===== src/rtl/fifo_wr_arbiter.sv =====
// fifo_wr_arbiter: round-robin write arbiter that shares the single write
// port of a FIFO between two producers, A and B, in bursts of BURST_LEN words.
// A new burst is granted only below the HIGH_WATER fill level. F_FULL_N gates
// every write and ends a burst that is in progress.
// Optional per-producer word counters are enabled by defining FIFO_ARB_STATS_EN.
module fifo_wr_arbiter #(
  parameter int BURST_LEN  = 4,
  parameter int HIGH_WATER = 30,
  parameter int WIDTH      = 8
) (
  input  logic             CLOCK,
  input  logic             RESET_N,
  input  logic             CLEAR_N,
  input  logic             REQ_A,
  input  logic [WIDTH-1:0] DATA_A,
  output logic             GNT_A,
  input  logic             REQ_B,
  input  logic [WIDTH-1:0] DATA_B,
  output logic             GNT_B,
  input  logic             F_FULL_N,
  input  logic [4:0]       USE_DW,
  output logic             WRITE,
  output logic [WIDTH-1:0] FIFO_DATA,
  output logic [15:0]      CNT_A,
  output logic [15:0]      CNT_B
);

  typedef enum logic [1:0] {
    IDLE  = 2'd0,
    OWN_A = 2'd1,
    OWN_B = 2'd2
  } state_t;

  localparam logic [3:0] BURST_LAST = 4'(BURST_LEN - 1);
  localparam logic [4:0] HIGH_MARK  = 5'(HIGH_WATER);

  state_t     state;
  state_t     next_state;
  logic [3:0] burst_cnt;
  logic       last_b;
  logic       grant_ok;
  logic       burst_done;

  // A new burst may start only below the high-water mark and while not full.
  assign grant_ok   = (USE_DW < HIGH_MARK) && F_FULL_N;
  assign burst_done = WRITE && (burst_cnt == BURST_LAST);

  // State register, burst counter and last-served pointer; reset favours A.
  always_ff @(posedge CLOCK or negedge RESET_N) begin
    if (!RESET_N) begin
      state     <= IDLE;
      burst_cnt <= 4'd0;
      last_b    <= 1'b1;
    end else if (!CLEAR_N) begin
      state     <= IDLE;
      burst_cnt <= 4'd0;
      last_b    <= 1'b1;
    end else begin
      state <= next_state;
      if (state == IDLE) begin
        burst_cnt <= 4'd0;
      end else if (WRITE) begin
        burst_cnt <= burst_cnt + 4'd1;
      end
      if (state == OWN_A && next_state == IDLE) begin
        last_b <= 1'b0;
      end else if (state == OWN_B && next_state == IDLE) begin
        last_b <= 1'b1;
      end
    end
  end

  // Next-state logic: every grant returns through IDLE, which gives the bubble.
  always_comb begin
    next_state = state;
    case (state)
      IDLE: begin
        if (grant_ok) begin
          if (REQ_A && REQ_B) begin
            next_state = last_b ? OWN_A : OWN_B;
          end else if (REQ_A) begin
            next_state = OWN_A;
          end else if (REQ_B) begin
            next_state = OWN_B;
          end
        end
      end
      OWN_A: begin
        if (burst_done || !REQ_A || !F_FULL_N) begin
          next_state = IDLE;
        end
      end
      OWN_B: begin
        if (burst_done || !REQ_B || !F_FULL_N) begin
          next_state = IDLE;
        end
      end
      default: next_state = IDLE;
    endcase
  end

  // Outputs: grants decode the state flops; the write strobe is gated by full.
  always_comb begin
    GNT_A     = (state == OWN_A);
    GNT_B     = (state == OWN_B);
    WRITE     = (((state == OWN_A) && REQ_A) || ((state == OWN_B) && REQ_B)) && F_FULL_N;
    FIFO_DATA = '0;
    if (state == OWN_A) begin
      FIFO_DATA = DATA_A;
    end else if (state == OWN_B) begin
      FIFO_DATA = DATA_B;
    end
  end

`ifdef FIFO_ARB_STATS_EN
  logic [15:0] cnt_a;
  logic [15:0] cnt_b;

  // Saturating counts of words accepted from each producer.
  always_ff @(posedge CLOCK or negedge RESET_N) begin
    if (!RESET_N) begin
      cnt_a <= 16'd0;
      cnt_b <= 16'd0;
    end else if (!CLEAR_N) begin
      cnt_a <= 16'd0;
      cnt_b <= 16'd0;
    end else begin
      if (WRITE && state == OWN_A && cnt_a != 16'hFFFF) begin
        cnt_a <= cnt_a + 16'd1;
      end
      if (WRITE && state == OWN_B && cnt_b != 16'hFFFF) begin
        cnt_b <= cnt_b + 16'd1;
      end
    end
  end

  assign CNT_A = cnt_a;
  assign CNT_B = cnt_b;
`else
  assign CNT_A = 16'd0;
  assign CNT_B = 16'd0;
`endif

endmodule

===== config.mk =====
export PLATFORM = sky130hd
export DESIGN_NAME = fifo_wr_arbiter
export DESIGN_NICKNAME = d
export VERILOG_FILES = /design/src/rtl/fifo_wr_arbiter.sv
export SDC_FILE = /design/constraint.sdc
export NUM_CORES = 1
export LEC_CHECK = 0
export CAP_MARGIN = 40
export CORE_ASPECT_RATIO = 0.9
export CORE_MARGIN = 2
export CORE_UTILIZATION = 34
export DETAILED_ROUTE_END_ITERATION = 6
export GPL_ROUTABILITY_DRIVEN = 0
export MAX_ROUTING_LAYER = met4
export PLACE_DENSITY = 0.86
export SKIP_CTS_REPAIR_TIMING = 1
export SYNTH_ARGS = -nofsm -noshare
export SYNTH_HDL_FRONTEND = slang
export SYNTH_SLANG_ARGS = --single-unit

===== constraint.sdc =====
create_clock -name CLOCK -period 2.35 [get_ports CLOCK]
set_clock_uncertainty 0.1 [all_clocks]
set_input_delay 0.235 -clock CLOCK [delete_from_list [all_inputs] [get_ports CLOCK]]
set_output_delay 0.235 -clock CLOCK [all_outputs]
set_load 0.05 [all_outputs]

==> results.md, run 1 <==
- Drt pass-1 iters: 4
- Type of the setup path with the least slack: reg2out
- Number of synthesis warnings: 0
- Final #Nets: roughly 160
- Required time worst endpoint: 2020 ps
- Growth of design area from synthesis to finish: 48.98%
- Wire length of the first global-routing pass: between 2000 and 3000 um
- TritonCTS clock tree: done
- Final Cell Area: approximately 0.0012 mm2
- Fraction of final layout cells with drive strength greater than 1: 16.67%
- Number of unique standard cell types used by synthesis: 29
- Max frequency: about 0.52 GHz
- Setup slack on the worst flop-to-flop path: 730 ps
- Total count of hold-check failures in the final report: 0
- Die Span X: 54.96 um
- Instance count of the mapped netlist: roughly 90
- Clk pin slew, worst setup/hold paths: about 50 ps
- Maximum vdd ir drop: 0.2300 mV
- CP endpoint: FIFO_DATA[0]
- Setup slack after layout: between 400 and 500 ps
- Post-route DRC violation count: 0
- H-tree lvl count: 1
- HPWL after detailed placement: 1643 um
- Standard-cell rows: 16
- Leftover overflow at the end of global routing: 0
- Count of antenna diodes in the layout: 0
- Setup crit start kind: register
- Total negative slack: 0 ps
- Starting utilization of the core area: a little over a third
- Footprint of the flip-flops and latches: 176.4 um2
- Number of routed nets with antenna violations: 0
- Count of port buffers added during placement: 36
- Min Hold Slack: 142.9 ps
- Final Cycle Share: 81.81%
- Violation count after the first detailed-routing iteration: 6
- Area post-placement: approximately 0.0012 mm2
- Power per cell area: 405.0 mW/mm2
- Outcome: finished clean
- Final number of setup-violating endpoints: 0
- Reg2reg start: burst_cnt[0]
- Multi-input gate area in the final layout: 470.5 um2
- Max Transition Viols Final: 0
- Clock latency on the worst-skew pair: 240 ps
- Critical Path End Type: output port
- Clock root cell: clkbuf_4
- Number of buffers added by the clock tree synthesis step: 3
- Sinks on Clock Net: 7
- Capturing point of the worst reg2reg path: last_b
- Register area share after synthesis: 22.20%
- Post-Synthesis Cell Area: 794.5 um2
- Synthesized area per cell: slightly below 9 um2
- Initial antenna violation count: 0
- Worst hold path type: in2async
- Vert. Die Dim: 49.86 um
- Post-Place Setup Slack: 578.3 ps
- Startpoint of the worst setup timing path: state[1]
- Synthesis-stage register bit count: 7
- Number of filler instances in the final layout: 196
- Die Footprint: 0.002740 mm2
- Vias after detailed routing: 693
- Core area: 0.002202 mm2
- Max-cap violations: 0
- Period minus WS final: 1922 ps
- Setup repair after global routing missed its margin: false
- Ports: 70
- Clk buf depth: 2
- Routed WL: 1851 um
- Vias per cell: 4.529
- GRT Util Overall: 13.77%
- Vias in the first global route: 624
- Pin count of the biggest net entering global routing: 11
- Design Power: 479.3 uW
- Routed len/inst: 12.10 um
- Leakage power: roughly 0.00056 uW
- CP Max Fanout: 9
- Cells on worst reg2reg path: 4
- Data arrival time at the worst-slack endpoint: 1590 ps
[where the power goes]
part / leakage [uW] / internal (uW) / switching (uW)
clock: 0.0000150 / 64.4 / 38.1
combinational: 0.000447 / 78.1 / 171
sequential: 0.0000937 / 123 / 4.02
[cell type report]
cell class                 instances  area share (%)
tap                               27           2.854
sequential                         7           14.90
multi-input combinational         76           39.75
inverter                           1          0.3171
clock buffer                       4           2.220
timing repair buffer              38           39.96
[sequential cells by signal (all words and copies together), names as in the netlist]
register,count
burst_cnt,4
last_b,1
state,2
[per-layer routing]
layer	vias to the layer above	global-route usage (%)	wire, um
met4	0	5.285	0
met5	-	-	0
met1	318	11.09	552
li1	327	-	-
met3	0	3.636	258
met2	48	27.38	1040
[worst max-delay path, stage by stage (launching register included)]
cell	delay, ps
dfrtp_1	490
nor2b_1	270
buf_4	220
a22o_1	210
buf_12	150
[kinds of logic (layout without fill, tap and decap cells)]
logic type / after synthesis / in the layout / synth area share (%)
and+or+nand+nor: 18 / 18 / 18.43
other: 1 / 32 / 0.4720
muxes: 1 / 1 / 1.260
DFF: 7 / 7 / 22.20
adders and majority gates: 1 / 1 / 1.575
buffers and inverters: 37 / 43 / 33.23
AOI/OAI and AO/OA: 24 / 24 / 22.84
[cell usage after synthesis]
cell / instances / area [um2]
conb_1: 1 / 3.750
a2111o_1: 1 / 11.26
o21a_1: 1 / 7.510
nand2_1: 4 / 15.01
o21ai_1: 1 / 5.000
nor3b_1: 1 / 7.510
dfrtp_1: 6 / 150.1
ha_1: 1 / 12.51
nand2b_1: 2 / 12.51
a22oi_1: 2 / 15.01
buf_2: 4 / 20.02
or3b_4: 1 / 11.26
nor2b_1: 2 / 12.51
nand4b_4: 2 / 47.55
nand3_1: 4 / 20.02
dfstp_2: 1 / 26.28
a22o_1: 8 / 70.07
buf_4: 32 / 240.2
mux2i_1: 1 / 10.01
a41oi_1: 1 / 8.760
a211o_1: 1 / 8.760
nor4b_1: 1 / 8.760
inv_1: 1 / 3.750
and4_4: 1 / 11.26
a21bo_1: 1 / 10.01
a21o_1: 1 / 7.510
a21oi_1: 4 / 20.02
a21boi_1: 1 / 7.510
o21ai_0: 2 / 10.01
[worst min-delay path by stage]
stage	slack [ps]	endpoint	start	cells after the start
global route	170	burst_cnt[0]	RESET_N	1
global placement	400	burst_cnt[0]	RESET_N	1
floorplan	-160	burst_cnt[0]	RESET_N	0
CTS	140	burst_cnt[0]	RESET_N	1
finish	140	burst_cnt[0]	RESET_N	1
detailed placement	410	burst_cnt[0]	RESET_N	1
[layout by cell type (no fill, tap or decap)]
cell             synthesis  layout
a41oi_1                  1       1
a211o_1                  1       1
a22oi_1                  2       2
dfrtp_1                  6       6
nor2b_1                  2       2
nand2_1                  4       4
nand3_1                  4       4
inv_1                    1       1
a21o_1                   1       1
buf_4                   32       3
clkdlybuf4s50_1          0      25
nor3b_1                  1       1
dfstp_2                  1       1
a2111o_1                 1       1
nand4b_4                 2       2
clkbuf_1                 0       1
o21ai_0                  2       2
mux2i_1                  1       1
a22o_1                   8       8
a21bo_1                  1       1
and4_4                   1       1
o21ai_1                  1       1
clkbuf_4                 0       3
nand2b_1                 2       2
conb_1                   1      32
nor4b_1                  1       1
ha_1                     1       1
o21a_1                   1       1
a21boi_1                 1       1
or3b_4                   1       1
a21oi_1                  4       4
buf_12                   0      10
[per-stage QoR]
step | cells | util, %
global route | 153 | 53.75
global placement | 149 | 52.56
finish | 153 | 53.75
detailed placement | 149 | 52.56
CTS | 153 | 53.75
floorplan | 120 | -
No activity file was read; power rests on OpenSTA's default activity.
==> run 2, diff against run 1 <==
--- a/config.mk
+++ b/config.mk
@@ -8,11 +8,11 @@
 export CAP_MARGIN = 40
 export CORE_ASPECT_RATIO = 0.9
 export CORE_MARGIN = 2
-export CORE_UTILIZATION = 34
+export CORE_UTILIZATION = 28
 export DETAILED_ROUTE_END_ITERATION = 6
 export GPL_ROUTABILITY_DRIVEN = 0
 export MAX_ROUTING_LAYER = met4
-export PLACE_DENSITY = 0.86
+export PLACE_DENSITY = 0.76
 export SKIP_CTS_REPAIR_TIMING = 1
 export SYNTH_ARGS = -nofsm -noshare
 export SYNTH_HDL_FRONTEND = slang
==> constraint.sdc (replaced) <==
create_clock -name CLOCK -period 1.7 [get_ports CLOCK]
set_clock_uncertainty 0.1 [all_clocks]
set_input_delay 0.17 -clock CLOCK [delete_from_list [all_inputs] [get_ports CLOCK]]
set_output_delay 0.17 -clock CLOCK [all_outputs]
set_load 0.05 [all_outputs]
==> results.md, run 2 (same netlist as run 1, synthesis figures left out) <==
- Count of port buffers added during placement: 36 (unchanged)
- Final Cell Area: 0.001398 mm2 (was 0.001184 mm2)
- Fraction of power spent switching nets: 44.90% (was 44.52%)
- Number of routed nets with antenna violations: 0 (unchanged)
- Setup repair after global routing missed its margin: true (was false)
- Number of filler instances in the final layout: 240 (was 196)
- Cells on worst reg2reg path: 4 (unchanged)
- Clock share of power: 20.8% (was 21.4%)
- Period minus WS final: between 1500 and 2000 ps
- H-tree lvl count: 1 (unchanged)
- Post-route DRC violation count: 0 (unchanged)
- Max Transition Viols Final: 0 (unchanged)
- Die Span X: 60.15 um (was 54.96 um)
- Clock root cell: clkbuf_4 (unchanged)
- Standard-cell rows: 18 (was 16)
- Pin count of the biggest net entering global routing: 12 (was 11)
- Total negative slack: 0 ps (unchanged)
- Required time worst endpoint: 1430 ps (was 2020 ps)
- Outcome: finished clean (unchanged)
- Top library cells by usage in the layout, fill and taps aside: conb_1 (32), clkdlybuf4s50_1 (25), buf_12 (11) (was conb_1 (32), clkdlybuf4s50_1 (25), buf_12 (10))
- Leftover overflow at the end of global routing: 0 (unchanged)
- Die Footprint: 0.003280 mm2 (was 0.002740 mm2)
- Setup crit start kind: register (unchanged)
- Commonest non-fill, non-tap cell in the layout: conb_1 (unchanged)
- Max frequency: 0.6015 GHz
- Vias per cell: 4.386 (was 4.529)
- Capturing point of the worst reg2reg path: last_b (unchanged)
- Clk pin slew, worst setup/hold paths: 50 ps (about the same)
- Clock latency on the worst-skew pair: 250 ps (was 240 ps)
- Total count of hold-check failures in the final report: 0 (unchanged)
- Reg2reg start: burst_cnt[0] (unchanged)
- Final #Nets: 165 (was 155)
- Fraction of final layout cells with drive strength greater than 1: 33.09% (was 16.67%)
- Final number of setup-violating endpoints: 0 (unchanged)
- Core area: 0.002725 mm2 (was 0.002202 mm2)
- Sinks on Clock Net: 7 (unchanged)
- Maximum vdd ir drop: 0.3216 mV (was 0.2300 mV)
- Drt pass-1 iters: 4 (unchanged)
- Routed WL: 2245 um (was 1851 um)
- Vias in the first global route: 665 (was 624)
- Relative contribution of combinational cells to total power: 54.5% (was 52.0%)
- Violation count after the first detailed-routing iteration: 18 (was 6)
- Count of antenna diodes in the layout: 0 (unchanged)
- Critical Path End Type: output port (unchanged)
- Power per cell area: 507.9 mW/mm2 (was 405.0 mW/mm2)
- Starting utilization of the core area: 29.16% (was 36.08%)
- Worst hold path type: in2async (unchanged)
- Max-cap violations: 0 (unchanged)
- Ports: 70 (unchanged)
- Top Registers: burst_cnt: 4 flops, state: 2 flops, last_b: 1 flops (unchanged)
- Cell count after placement: 166 (was 149)
- Clk buf depth: 2 (unchanged)
- Routed len/inst: 12.76 um (was 12.10 um)
- Largest register by flop count: burst_cnt (unchanged)
- Growth of design area from synthesis to finish: 75.91% (was 48.98%)
- Startpoint of the worst setup timing path: state[0] (was state[1])
- Vert. Die Dim: 54.54 um (was 49.86 um)
- Register share of total power: 24.7% (was 26.6%)
- Number of flip-flops in the largest register: 4 (unchanged)
- Min Hold Slack: 67.23 ps (was 142.9 ps)
- HPWL after detailed placement: 1671 um (was 1643 um)
- Area post-placement: 0.001226 mm2 (was 0.001157 mm2)
- Initial antenna violation count: 0 (unchanged)
- Number of buffers added by the clock tree synthesis step: 3 (unchanged)
- Leakage power: 0.0006639 uW (was 0.0005562 uW)
- TritonCTS clock tree: done (unchanged)
- Vias after detailed routing: 772 (was 693)
- Cell internal power dissipation: 391.1 uW (was 265.9 uW)
- GRT Util Overall: 12.67% (was 13.77%)
- Data arrival time at the worst-slack endpoint: 1390 ps (was 1590 ps)
- CP Max Fanout: 5 (was 9)
- Final Cycle Share: 97.79%
- Type of the setup path with the least slack: reg2out (unchanged)
- Setup slack on the worst flop-to-flop path: 90 ps (was 730 ps)
- Final instance count without filler cells: 176 (was 153)
- Switch Pwr: 318.7 uW (was 213.4 uW)
- Wire length of the first global-routing pass: 2918 um (was 2649 um)
run 2: cell count changes in the layout (fill, tap and decap cells not counted), sizes merged:
cell,delta
buf,+10
clkbuf,-1
clkinv,+1
run 2: worst max path at each step:
stage	endpoint	cells after the start
final	FIFO_DATA[2]	4
after global routing	FIFO_DATA[0]	5
after CTS	FIFO_DATA[0]	4
after detailed placement	burst_cnt[3]	4
after global placement	burst_cnt[3]	4
after floorplan	FIFO_DATA[0]	4
run 2: layout make-up:
cell class | instances | area, um2 | area share (%)
well taps | 40 | 50.05 | 3.581
multi-input cells | 76 | 558.0 | 39.93
clock inverters | 1 | 5.005 | 0.3581
clock buffers | 3 | 22.52 | 1.611
repair buffers | 48 | 579.3 | 41.45
flip-flops and latches | 7 | 178.9 | 12.80
inverters | 1 | 3.754 | 0.2686
run 2: layer usage:
metal / track usage (%) / vias up / wire length (um)
met4: 6.296 / 0 / 41
met2: 25.54 / 56 / 1228
met3: 3.783 / 7 / 290
met5: - / - / 0
met1: 10.37 / 360 / 685
li1: - / 349 / -
run 2: per-stage QoR:
step,power [uW],utilization [%],worst slack [ps]
floorplan,462.4,-,93.62
global route,752.2,51.29,-27.75
finish,709.8,51.29,37.59
global placement,529.6,45.00,91.51
detailed placement,533.7,45.00,68.72
CTS,684.3,46.01,-60.13
run 2: critical path, stage by stage, from the launching register on:
cell     delay [ps]
dfrtp_2         450
nor2b_4         150
buf_6           130
a22o_4          260
buf_12          140
run 2: power by group through the flow:
stage	logic [uW]	clock network, uW	registers, uW
floorplan	288	0	174
global placement	353	0	177
detailed placement	357	0	177
CTS	358	152	174
global route	404	172	176
finish	387	148	175
==> run 3, diff against run 2 <==
--- a/config.mk
+++ b/config.mk
@@ -5,10 +5,11 @@
 export SDC_FILE = /design/constraint.sdc
 export NUM_CORES = 1
 export LEC_CHECK = 0
-export CAP_MARGIN = 40
+export ABC_AREA = 1
+export CAP_MARGIN = 20
 export CORE_ASPECT_RATIO = 0.9
 export CORE_MARGIN = 2
-export CORE_UTILIZATION = 28
+export CORE_UTILIZATION = 27
 export DETAILED_ROUTE_END_ITERATION = 6
 export GPL_ROUTABILITY_DRIVEN = 0
 export MAX_ROUTING_LAYER = met4
==> results.md, run 3 <==
- Outcome: finished clean (unchanged)
- Total negative slack: 0 ps (unchanged)
- Complex-gate fraction of the synthesized area: 17.39% (was 22.83%)
- Cell count after placement: 163 (was 166)
- HPWL after detailed placement: 1445 um (was 1671 um)
- Instance count of the mapped netlist: 98 (was 89)
- H-tree lvl count: 1 (unchanged)
- Maximum vdd ir drop: 0.4488 mV (was 0.3216 mV)
- CP Max Fanout: 10 (was 5)
- Drt pass-1 iters: 4 (unchanged)
- Data arrival time at the worst-slack endpoint: 1330 ps (was 1390 ps)
- Final Cell Area: 0.001175 mm2 (was 0.001398 mm2)
- Relative contribution of combinational cells to total power: 53.8% (was 54.5%)
- Power per cell area: 597.1 mW/mm2 (was 507.9 mW/mm2)
- Vias per cell: 4.083 (was 4.386)
- Required time worst endpoint: 1430 ps (about the same)
- Adder-Cell Fraction of Synth Area: 1.672% (was 1.575%)
- Dominant combinational cell family by area after synthesis: buffers and inverters (unchanged)
- Vias after detailed routing: 690 (was 772)
- Register area share after synthesis: 23.58% (was 22.20%)
- Growth of design area from synthesis to finish: 57.02% (was 75.91%)
- Synthesis-stage register bit count: 7 (unchanged)
- Max Transition Viols Final: 0 (unchanged)
- Final #Nets: 168 (was 165)
- Core area: 0.002680 mm2 (was 0.002725 mm2)
- Switch Pwr: 318.4 uW (was 318.7 uW)
- Standard-cell rows: 18 (unchanged)
- Area post-placement: 0.001132 mm2 (was 0.001226 mm2)
- Simple logic cell fraction of the synthesized area: 19.57% (was 18.43%)
- Worst hold path type: in2async (unchanged)
- Area fraction of the dominant cell type after synthesis: 32.11% (was 30.24%)
- Die Span X: 59.49 um (was 60.15 um)
- Post-route DRC violation count: 0 (unchanged)
- Violation count after the first detailed-routing iteration: 7 (was 18)
- Ports: 70 (unchanged)
- Synthesized area per cell: 7.635 um2 (was 8.927 um2)
- Type of the setup path with the least slack: reg2out (unchanged)
- Die Footprint: 0.003209 mm2 (was 0.003280 mm2)
- Clock root cell: clkbuf_4 (unchanged)
- Synth async-reset ratio: 100.0% (unchanged)
- Footprint of the flip-flops and latches: 176.4 um2 (was 178.9 um2)
- Routed len/inst: 9.941 um (was 12.76 um)
- Cell taking the most area after synthesis: buf_4 (unchanged)
- Setup repair after global routing missed its margin: false (was true)
- Number of unique standard cell types used by synthesis: 20 (was 29)
- Top library cells by usage in the layout, fill and taps aside: conb_1 (32), clkdlybuf4s50_1 (25), nor2_1 (11), buf_12 (11), nand2_1 (10) (was conb_1 (32), clkdlybuf4s50_1 (25), buf_12 (11))
- Number of flops mapped to enable cells by yosys: 0 (unchanged)
- Setup crit start kind: register (unchanged)
- Clock latency on the worst-skew pair: 250 ps (about the same)
- Most instantiated library cell after synthesis: buf_4 (unchanged)
- TritonCTS clock tree: done (unchanged)
- Number of synthesis warnings: 0 (unchanged)
- Min Hold Slack: 76.30 ps (was 67.23 ps)
- Final instance count without filler cells: 169 (was 176)
- Cell internal power dissipation: 383.1 uW (was 391.1 uW)
- Number of filler instances in the final layout: 273 (was 240)
- Multiplexer fraction of the synthesized cell area: 0% (was 1.260%)
- Sinks on Clock Net: 7 (unchanged)
- Fraction of power spent switching nets: 45.39% (was 44.90%)
- Number of flip-flops in the largest register: 4 (unchanged)
- Critical Path End Type: output port (unchanged)
- Vias in the first global route: 603 (was 665)
- Most common flop cell mapped by yosys: dfrtp_1 (unchanged)
- Cell types with the highest counts after synthesis: buf_4 (32), nor2_1 (11), nand2_1 (10) (was buf_4 (32), a22o_1 (8), dfrtp_1 (6))
- GRT Util Overall: 10.61% (was 12.67%)
- Clock share of power: 21.0% (was 20.8%)
- Starting utilization of the core area: 27.92% (was 29.16%)
- Initial antenna violation count: 0 (unchanged)
- Routed WL: 1680 um (was 2245 um)
- Pin count of the biggest net entering global routing: 11 (was 12)
- Largest register by flop count: burst_cnt (unchanged)
- Synthesized-area fraction occupied by xor and xnor cells: 1.171% (was 0%)
- Multi-input gate area in the final layout: 424.2 um2 (was 558.0 um2)
- Count of port buffers added during placement: 36 (unchanged)
- Wire length of the first global-routing pass: 2428 um (was 2918 um)
- Leftover overflow at the end of global routing: 0 (unchanged)
- Final Cycle Share: 94.41% (was 97.79%)
- Number of routed nets with antenna violations: 0 (unchanged)
- Post-Synthesis Cell Area: 748.2 um2 (was 794.5 um2)
- Leakage power: 0.0005714 uW (was 0.0006639 uW)
- Max frequency: 0.6231 GHz (was 0.6015 GHz)
- Vert. Die Dim: 53.94 um (was 54.54 um)
- Max-cap violations: 0 (unchanged)
- Top Registers: burst_cnt: 4 flops, state: 2 flops, last_b: 1 flops (unchanged)
- Register share of total power: 25.1% (was 24.7%)
- Fraction of final layout cells with drive strength greater than 1: 22.30% (was 33.09%)
- Period minus WS final: 1605 ps (was 1662 ps)
- Count of antenna diodes in the layout: 0 (unchanged)
- Top cells by area in the synthesized netlist: buf_4 (32%), dfrtp_1 (20%), a22o_2 (11%) (was buf_4 (30%), dfrtp_1 (19%), a22o_1 (8.8%))
- Final number of setup-violating endpoints: 0 (unchanged)
- Number of buffers added by the clock tree synthesis step: 3 (unchanged)
- Commonest non-fill, non-tap cell in the layout: conb_1 (unchanged)
- Total count of hold-check failures in the final report: 0 (unchanged)
- Clk pin slew, worst setup/hold paths: 50 ps (about the same)
- Clk buf depth: 2 (unchanged)
==> run 3: cell count changes after synthesis, moves of 4 or more <==
cell     previous run  this run
nor2_1              0        11
buf_2               4         0
nand2_1             4        10
a22o_1              8         0
a22o_2              0         8
inv_1               1         6
==> run 3: kinds of logic after synthesis <==
kind of cell | after synthesis
AOI/OAI and AO/OA | 18
xor gates and xnor gates | 1
adders and majority gates | 1
buffers and inverters | 40
DFF | 7
other | 1
and+or+nand+nor | 30
==> run 3: path summary, 6_finish.rpt <==
| kind | from | end | slack [ps] | cells after the start |
|---|---|---|---|---|
| worst max-delay path | state[0] | FIFO_DATA[0] | 100 | 5 |
| worst min-delay path | RESET_N | burst_cnt[2] | 80 | 1 |
| worst max register to register | burst_cnt[0] | last_b | 270 | 8 |
| worst min register to register | burst_cnt[0] | burst_cnt[0] | 380 | 1 |
| max in group asynchronous | RESET_N | last_b | 1140 | 1 |
| min in group CLOCK | burst_cnt[0] | burst_cnt[0] | 380 | 1 |
==> run 3: critical path, stage by stage, from the launching register on <==
cell	delay, ps
dfrtp_1	420
inv_2	120
nand2_1	90
inv_4	140
a22o_2	180
buf_12	130
==> run 3: cell type report <==
class	instances	share of cell area, %
clock buffers	4	2.236
repair buffers	37	40.68
inverters	8	2.769
flip-flops and latches	7	15.02
well taps	30	3.195
multi-input cells	83	36.10
==> run 3: through the flow <==
| step | total power (uW) | utilization (%) | setup WS (ps) |
|---|---|---|---|
| 2_1_floorplan | 479.5 | - | 104.5 |
| 3_3_place_gp | 547.9 | 42.25 | 191.9 |
| 3_5_place_dp | 551.8 | 42.25 | 169.7 |
| 4_1_cts | 707.4 | 43.23 | 22.56 |
| 5_1_grt | 737.3 | 43.84 | 1.207 |
| 6_report | 701.6 | 43.84 | 95.10 |
==> run 3: metal layers <==
layer	up-vias	GRT usage, %	part of all wire (%)
met5	-	-	0
met4	0	3.333	0
met3	0	5.529	15
met2	49	18.86	51
met1	301	10.00	34
li1	340	-	-
==> run 3: power groups by stage <==
stage               combinational (uW)  clock [uW]  sequential [uW]
finish                             378         148              176
global route                       398         162              177
CTS                                374         158              176
detailed placement                 373           0              179
global placement                   370           0              178
floorplan                          302           0              178
